File: config.mk
export PLATFORM = sky130hd
export DESIGN_NAME = ct_sequencer
export DESIGN_NICKNAME = d
export VERILOG_FILES = /design/src/rtl/ct_sequencer.sv
export SDC_FILE = /design/constraint.sdc
export NUM_CORES = 1
export LEC_CHECK = 0
export CAP_MARGIN = 20
export CORE_MARGIN = 4
export CORE_UTILIZATION = 29
export DETAILED_ROUTE_END_ITERATION = 8
export SETUP_SLACK_MARGIN = 0.05
export SLEW_MARGIN = 10
export SYNTH_ARGS = -nofsm -noshare
export SYNTH_HDL_FRONTEND = slang
export SYNTH_SLANG_ARGS = --single-unit
export TNS_END_PERCENT = 100
File: constraint.sdc
create_clock -name clk -period 2.85 [get_ports clk]
set_clock_uncertainty 0.2 [all_clocks]
set_input_delay 0.57 -clock clk [delete_from_list [all_inputs] [get_ports clk]]
set_output_delay 0.57 -clock clk [all_outputs]
set_load 0.01 [all_outputs]
File: src/rtl/ct_sequencer.sv
// ct_sequencer: plays a 16-entry table of (CMPR0 value, duration) pairs into
// the counter/timer CMPR0 register, advancing on the timer's top_flag.
// It shares the timer register port with the CPU; CPU accesses always win.
//
// Build option: define CT_SEQ_LOOP_EN to implement the CTRL LOOP bit.
// Without it, CTRL bit 2 is ignored and reads 0, and a sequence always ends
// in IDLE with DONE set after its last entry.
//
// Register map (offsets from SEQ_ADDRESS):
//   +0 CTRL   {4'b0, IRQ_EN, LOOP, STOP, START}  (START/STOP self-clearing)
//   +1 STATUS {IDX[3:0], 2'b0, DONE, BUSY}        (DONE clears when read)
//   +2 LEN    number of entries, 0 means 16
//   +3 PTR    table byte pointer
//   +4 DATA   table[PTR]; writes post-increment PTR modulo 32
module ct_sequencer #(
    parameter logic [7:0] SEQ_ADDRESS = 8'h08,
    parameter logic [7:0] CT_ADDRESS  = 8'h00
) (
    input  logic       clk,
    input  logic       rst,
    input  logic [7:0] din,
    input  logic [7:0] address,
    input  logic       w_en,
    input  logic       r_en,
    output logic [7:0] dout,
    output logic [7:0] ct_address,
    output logic [7:0] ct_din,
    output logic       ct_w_en,
    output logic       ct_r_en,
    input  logic       top_flag,
    output logic       done_flag
);

    localparam logic [7:0] CMPR0_ADDRESS = CT_ADDRESS + 8'd3;

    localparam logic [2:0] OFF_CTRL   = 3'd0;
    localparam logic [2:0] OFF_STATUS = 3'd1;
    localparam logic [2:0] OFF_LEN    = 3'd2;
    localparam logic [2:0] OFF_PTR    = 3'd3;
    localparam logic [2:0] OFF_DATA   = 3'd4;

    typedef enum logic [1:0] {
        ST_IDLE,
        ST_LOAD,
        ST_RUN,
        ST_ADVANCE
    } state_t;

    state_t     state_reg;
    logic [3:0] idx_reg;
    logic       busy_reg;
    logic       done_reg;
    logic [7:0] pc_reg;
    logic [7:0] dur_reg;
    logic       done_flag_reg;

    logic [3:0] len_reg;
    logic [4:0] ptr_reg;
    logic       irq_en_reg;
    logic [7:0] dout_reg;
`ifdef CT_SEQ_LOOP_EN
    logic       loop_reg;
`endif
    logic       loop_bit;

    // 32-byte pattern table; deliberately left without reset.
    logic [7:0] tbl_mem [0:31];

    // Address decode. Offsets are computed by subtraction so that window
    // checks are a single unsigned compare regardless of the base address.
    logic [7:0] seq_off;
    logic [7:0] ct_off;
    logic       seq_hit;
    logic       ct_hit;
    logic       cpu_ct;
    logic       seq_we;
    logic       seq_re;
    logic       ctrl_we;
    logic       start_cmd;
    logic       stop_cmd;
    logic       status_re;
    logic       data_we;
    logic       seq_load_wr;
    logic       last_entry;
    logic [7:0] cmpr_val;
    logic [7:0] dur_val;
    logic [7:0] rd_data;

    assign seq_off   = address - SEQ_ADDRESS;
    assign ct_off    = address - CT_ADDRESS;
    assign seq_hit   = (seq_off < 8'd5);
    assign ct_hit    = (ct_off < 8'd6);
    assign cpu_ct    = (w_en || r_en) && ct_hit;
    assign seq_we    = w_en && seq_hit;
    assign seq_re    = r_en && seq_hit;
    assign ctrl_we   = seq_we && (seq_off[2:0] == OFF_CTRL);
    assign start_cmd = ctrl_we && din[0];
    assign stop_cmd  = ctrl_we && din[1];
    assign status_re = seq_re && (seq_off[2:0] == OFF_STATUS);
    assign data_we   = seq_we && (seq_off[2:0] == OFF_DATA);

`ifdef CT_SEQ_LOOP_EN
    assign loop_bit = loop_reg;
`else
    assign loop_bit = 1'b0;
`endif

    // Entry i lives at bytes 2i (compare value) and 2i+1 (duration).
    assign cmpr_val   = tbl_mem[{idx_reg, 1'b0}];
    assign dur_val    = tbl_mem[{idx_reg, 1'b1}];
    // LEN of 0 wraps to 15 here, giving a 16-entry sequence.
    assign last_entry = (idx_reg == (len_reg - 4'd1));

    // The sequencer only gets the port in LOAD when the CPU is not using it.
    assign seq_load_wr = (state_reg == ST_LOAD) && !cpu_ct;

    // Timer port mux: CPU pass-through has priority over the CMPR0 update.
    always_comb begin
        ct_address = CMPR0_ADDRESS;
        ct_din     = 8'h00;
        ct_w_en    = 1'b0;
        ct_r_en    = 1'b0;
        if (cpu_ct) begin
            ct_address = address;
            ct_din     = din;
            ct_w_en    = w_en;
            ct_r_en    = r_en;
        end else if (seq_load_wr) begin
            ct_din  = cmpr_val;
            ct_w_en = 1'b1;
        end
    end

    // Read-data selection for the sequencer register window.
    always_comb begin
        rd_data = 8'h00;
        case (seq_off[2:0])
            OFF_CTRL:   rd_data = {4'b0000, irq_en_reg, loop_bit, 2'b00};
            OFF_STATUS: rd_data = {idx_reg, 2'b00, done_reg, busy_reg};
            OFF_LEN:    rd_data = {4'b0000, len_reg};
            OFF_PTR:    rd_data = {3'b000, ptr_reg};
            OFF_DATA:   rd_data = tbl_mem[ptr_reg];
            default:    rd_data = 8'h00;
        endcase
    end

    // Table RAM write port (CPU DATA writes only).
    always_ff @(posedge clk) begin
        if (data_we) begin
            tbl_mem[ptr_reg] <= din;
        end
    end

    // CPU-visible configuration registers and the registered read port.
    always_ff @(posedge clk or negedge rst) begin
        if (!rst) begin
            len_reg    <= 4'd0;
            ptr_reg    <= 5'd0;
            irq_en_reg <= 1'b0;
            dout_reg   <= 8'h00;
`ifdef CT_SEQ_LOOP_EN
            loop_reg   <= 1'b0;
`endif
        end else begin
            if (r_en) begin
                dout_reg <= seq_hit ? rd_data : 8'h00;
            end
            if (seq_we) begin
                case (seq_off[2:0])
                    OFF_CTRL: begin
                        irq_en_reg <= din[3];
`ifdef CT_SEQ_LOOP_EN
                        loop_reg   <= din[2];
`endif
                    end
                    OFF_LEN:  len_reg <= din[3:0];
                    OFF_PTR:  ptr_reg <= din[4:0];
                    OFF_DATA: ptr_reg <= ptr_reg + 5'd1;
                    default:  ;
                endcase
            end
        end
    end

    // Sequencer FSM: IDLE -> LOAD -> RUN -> ADVANCE -> (LOAD | IDLE).
    always_ff @(posedge clk or negedge rst) begin
        if (!rst) begin
            state_reg     <= ST_IDLE;
            idx_reg       <= 4'd0;
            busy_reg      <= 1'b0;
            done_reg      <= 1'b0;
            pc_reg        <= 8'd0;
            dur_reg       <= 8'd0;
            done_flag_reg <= 1'b0;
        end else begin
            done_flag_reg <= 1'b0;
            // Reading STATUS clears DONE; a completion in the same cycle
            // overrides this below so the event is not lost.
            if (status_re) begin
                done_reg <= 1'b0;
            end
            if (stop_cmd) begin
                state_reg <= ST_IDLE;
                busy_reg  <= 1'b0;
                idx_reg   <= 4'd0;
            end else begin
                case (state_reg)
                    ST_IDLE: begin
                        if (start_cmd) begin
                            state_reg <= ST_LOAD;
                            idx_reg   <= 4'd0;
                            busy_reg  <= 1'b1;
                            done_reg  <= 1'b0;
                        end
                    end
                    ST_LOAD: begin
                        // Duration is captured here so later table edits
                        // only affect entries that have not yet been loaded.
                        if (!cpu_ct) begin
                            pc_reg    <= 8'd0;
                            dur_reg   <= dur_val;
                            state_reg <= ST_RUN;
                        end
                    end
                    ST_RUN: begin
                        // Duration 0 compares against 255, i.e. 256 periods.
                        if (top_flag) begin
                            pc_reg <= pc_reg + 8'd1;
                            if (pc_reg == (dur_reg - 8'd1)) begin
                                state_reg <= ST_ADVANCE;
                            end
                        end
                    end
                    ST_ADVANCE: begin
                        if (last_entry) begin
                            if (loop_bit) begin
                                idx_reg   <= 4'd0;
                                state_reg <= ST_LOAD;
                            end else begin
                                idx_reg       <= 4'd0;
                                state_reg     <= ST_IDLE;
                                busy_reg      <= 1'b0;
                                done_reg      <= 1'b1;
                                done_flag_reg <= irq_en_reg;
                            end
                        end else begin
                            idx_reg   <= idx_reg + 4'd1;
                            state_reg <= ST_LOAD;
                        end
                    end
                    default: begin
                        state_reg <= ST_IDLE;
                        busy_reg  <= 1'b0;
                    end
                endcase
            end
        end
    end

    assign dout      = dout_reg;
    assign done_flag = done_flag_reg;

endmodule

# Word-level counts from Yosys, hierarchy flattened
# Memory sizes are Yosys's and may differ from the RTL's. A register that Yosys moved wholly into a read port is not among the register bits.
# Cells that the tools add are included.
[word_totals]
register_bits = 35
ramBits = 256
input_bits = 21
output_inout_bits = 27
wordCells = 99
n_memories = 1
[op_classes]
add_sub_neg = 6
order_cmp = 2
n_eq_ne = 16
mux = 37
n_bitwise = 2
reduce_logical = 25
[memory_table]
columns = ["name", "words", "width", "read_ports", "rd_ports_with_merged_regs", "wr", "line_no", "text"]
rows = [
  ["tbl_mem", 32, 8, 3, 1, 1, "67", "logic [7:0] tbl_mem [0:31];"],
]
[op_table]
columns = ["operator", "count"]
rows = [
  ["$mux 8", 6],
  ["$pmux 8 s5", 1],
  ["$lt 8x3->1 const B", 2],
  ["$mux 1", 16],
  ["$pmux 8 s2", 1],
  ["$ne 3x3->1 const B", 5],
  ["$mux 4", 3],
  ["$mux 2", 5],
  ["$pmux 5 s2", 1],
  ["$logic_and 1x1->1", 9],
  ["$add 8x1->8 const B", 1],
  ["$eq 8x8->1", 1],
  ["$pmux 2 s4", 1],
  ["$pmux 4 s2", 1],
  ["$reduce_and 2->1", 4],
  ["$reduce_and 4->1", 2],
  ["$sub 8x1->8 const B", 1],
  ["$sub 8x4->8 const B", 1],
  ["$eq 3x2->1 const B", 2],
  ["$reduce_and 3->1", 2],
  ["$add 5x1->5 const B", 1],
  ["$add 4x1->4 const B", 1],
  ["$eq 2x2->1 const B", 2],
  ["$eq 4x4->1", 1],
  ["other kinds (13)", 18],
]

# Logic depth before layout (Yosys ltp)
[depth]
word_depth = 8
ltp_mapped = 9
depth_no_buf = 8

# Least setup slack after synthesis
# OpenSTA, ideal clock, no wires.
[synth_timing]
path_kind = "flip-flop to output port"
from = "register idx_reg[0]"
to = "output port ct_din[2]"
t_arrival_ns = 2.057
t_required_ns = 2.080
setup_slack_ns = 0.023
stages_incl_launch_ff = 8
path_buffers = 3
cell_sequence = "dfrtp_1 -> clkbuf_1 -> buf_2 -> buf_1 -> mux4_2 -> mux4_2 -> inv_1 -> o21ai_0"
[synth_via]
elab_chain_cells = 3
[synth_rtl]
columns = ["item", "line_no", "text"]
rows = [
  ["from (decl)", "50", "logic [3:0] idx_reg;"],
  ["from (signal assigned)", "247", "idx_reg <= idx_reg + 4'd1;"],
  ["$mem_v2 32x8", "--", ""],
  ["$mux 8", "128", "end else if (seq_load_wr) begin"],
  ["$mux 8", "123", "if (cpu_ct) begin"],
  ["to (decl)", "27", "output logic [7:0] ct_din,"],
]
# Every way passes these cells.

# Worst setup path in the final report
[layout_timing]
from = "register idx_reg[1]"
to = "output port ct_din[1]"
# Same word-level chain as after synthesis.

==> run_results.csv <==
group,metric,value,unit
clocking,cts.sink_count,299,
synthesis,yosysTopAreaCell,"edfxtp_1",
clocking,cts_buffers,34,
drt,via_count,9437,
timing,max_freq,298,MHz
timing,setup_viol,8,
timing,period_minus_slack,3.36,ns
global_routing,grt_use_total,16.2,%
power_and_ir_drop,ir_worst_vdd,401,µV
critical_path,cp.required,2.08,ns
drt,vias_per_cell,5.33,
critical_path,crit_fanout,5,
hold_path,min_path_type,"reg2reg",
drt,ant_nets,0,
critical_path,cpMaxStageDelayCell,"mux4_2",
drt,initialDrtViolationCount,1124,
timing,hold_viol,0,
floorplan,core_area,50100,µm²
layout,fin_area,18500,µm²
power_and_ir_drop,p_leak,6.28,nW
critical_path,reg2reg_slack,0.15,ns
global_routing,grt_pass1_vias,9362,
critical_path,crit_type,"reg2out",
critical_path,critPathTopFamily,"multiplexers",
layout,final_cell_mix,"256 x edfxtp_1, 165 x buf_4, 147 x mux4_2",
drt,wl,44.6,mm
clocking,cts.path.max_buffers,3,
timing,fin_tns_setup,-3.63,ns
global_routing,grt_max_degree,36,
timing,fin_crit_sh,118,%
placement,hpwl,31.4,mm
timing,tightest_slew,0.671,ns
layout,antennaDiodeCount,0,
global_routing,grt_overflow,0,
synthesis,synth-seq-cells,299,
critical_path,r2r-start,"idx_reg[0]",
synthesis,yosysTopAreaCellShare,52.5,%
placement,post_dp_cell_area,17000,µm²
synthesis,yosysSeqAreaShare,59.9,%
global_routing,antenna_found_initial,0,
layout,regArea,8780,µm²
floorplan,dieHeight,233,µm
critical_path,crit_chain,"buf_12, buf_12, mux4_2, mux4_2, inv_2, o21ai_2, buf_2",
timing,final_max_slew_viol_count,0,
clocking,clock_latency,0.53,ns
floorplan,row_count,82,
power_and_ir_drop,p_sw,0.00391,W
timing,hold_slack,0.304,ns
critical_path,cp_num_buf_inv,4,
layout,fin_nets,1108,
clocking,path_clk_slew,0.06,ns
drt,detail_route.wl_per_cell,25.2,µm
layout,areaGrowthSynthToFinish,26.2,%
synthesis,ys_async_sr_fraction,14.4,%
layout,drive_above_1_share,40.8,%
critical_path,critical_path_arrival,2.59,ns
drt,firstDrtPassIters,5,
timing,final.setup.worst_slack,-0.506,ns
placement,port_buffers,42,
synthesis,synth_cell_types,64,
outcome,violations,"negative setup slack",
clocking,h-tree-depth,2,
power_and_ir_drop,combinationalPowerShare,29.5,%
power_and_ir_drop,swShare,28.9,%
synthesis,syn_area,14600,µm²
synthesis,synthTopCellsByArea,"edfxtp_1 53%, mux4_2 23%, dfrtp_1 7.4%, nor2_1 1.2%, ha_1 1.2%",
layout,mostFrequentLayoutCell,"edfxtp_1",
layout,regMostFlops,"tbl_mem",
critical_path,start_kind,"flop",
power_and_ir_drop,pwr-share-clk,32.9,%
critical_path,crit_path_max_incr_delay,0.56,ns
timing,grt_setup_unrepaired,"true",
timing,relSlewSlack,55.3,%
hold_path,min_from,"dout[2]",
layout,multi_input_area,5540,µm²
layout,largest_register_ffs,256,
drt,drc_errors,0,
power_and_ir_drop,pwr_density_cell,731,nW/µm²
flow_run,cap_violations,0,
synthesis,synthCells,861,
synthesis,synth_flop_cell,"edfxtp_1",
power_and_ir_drop,internal-power,0.00961,W
synthesis,yosysWarnings,0,
global_routing,grt_pass1_wl,64.7,mm
synthesis,synth.avg_cell_area,17.0,µm²
clocking,cts_root_buffer,"clkbuf_16",
critical_path,endpoint_kind,"primary output",
floorplan,dieArea,54100,µm²
floorplan,pin_count,48,
critical_path,setup.worst_path.start,"idx_reg[1]",
power_and_ir_drop,seqPwrFrac,37.7,%
floorplan,initial_utilization,29.2,%
floorplan,die_w,233,µm
layout,fin_util,36.9,%
layout,final.fill_count,4784,
outcome,outcome,"complete, but fails checks",
synthesis,synth-edff-count,256,
placement,gp_congestion,0.865,
clocking,cts_tree,"yes",
==> tightest hold or removal path: stages, from the launching register on <==
cell and delay, ns:
dfrtp_1 0.35, a21oi_1 0.06, o21ai_0 0.05
==> cells in the mapped netlist (5+ instances only) <==
master	count
a21oi_1	12
a221o_1	8
a22o_1	9
a22oi_1	17
a31oi_1	8
and2_1	9
buf_1	5
buf_2	25
buf_4	6
clkbuf_1	20
dfrtp_1	43
edfxtp_1	256
ha_1	14
inv_1	25
mux2_2	15
mux4_2	147
nand2_1	43
nand2b_1	9
nand3_1	13
nor2_1	47
nor3_1	10
o21ai_0	35
xnor2_1	6
xor2_1	9
==> stage by stage <==
step                      setup slack (ns)  instances  total power, W
final                               -0.506       1771          0.0135
after CTS                           -0.538       1768          0.0136
after global routing                -0.537       1771          0.0141
after detailed placement            -0.455       1685         0.00892
after floorplan                     0.0610        865         0.00740
after global placement              -0.528       1685         0.00887
==> power by group through the flow <==
stage	sequential, W	combinational [W]	clock, W
after global placement	0.00527	0.00360	0
after detailed placement	0.00527	0.00364	0
after floorplan	0.00507	0.00234	0
final	0.00509	0.00398	0.00444
after global routing	0.00511	0.00425	0.00472
after CTS	0.00510	0.00395	0.00452
==> kinds of logic after synthesis <==
kind of cell               count (synthesis)  synth area share, %
AOI/OAI and AO/OA                        111                 5.35
and+or+nand+nor                          169                 5.91
muxes                                    166                 24.0
DFF                                      299                 59.9
other                                      1               0.0256
xor gates and xnor gates                  15                0.897
adders and majority gates                 14                 1.20
buffers and inverters                     86                 2.71
==> worst paths after layout <==
check	to	depth (start not counted)
worst min register to register	dout[2]	2
worst min-delay path	dout[2]	2
worst max register to register	dur_reg[2]	6
max in group asynchronous	idx_reg[0]	3
worst max-delay path	ct_din[1]	7
min in group asynchronous	len_reg[0]	2
==> metal layers <==
| metal | share of wire [%] | track usage [%] |
|---|---|---|
| met1 | 42 | 22.8 |
| met2 | 46 | 25.7 |
| met3 | 9.5 | 3.83 |
| met4 | 2.0 | 3.44 |
| met5 | 0 | 0 |
==> what timing repair did <==
item / in CTS / in global routing
pin swaps: 2 / 5
endpoints found under the setup margin: 17 / 84
hold buffers: 1 / 0
hold endpoints to repair: 17 / 0
setup buffers: 18 / 4
cloned: 2 / 0
gates resized for setup: 53 / 19
==> final cells by class <==
class / count / share of cell area [%]
clock buffers: 43 / 4.90
clock inverters: 19 / 1.26
inverters: 26 / 0.528
multi-input cells: 480 / 30.0
flip-flops and latches: 299 / 47.5
well taps: 672 / 4.55
repair buffers: 232 / 11.3
No activity file was read; power rests on OpenSTA's default activity.
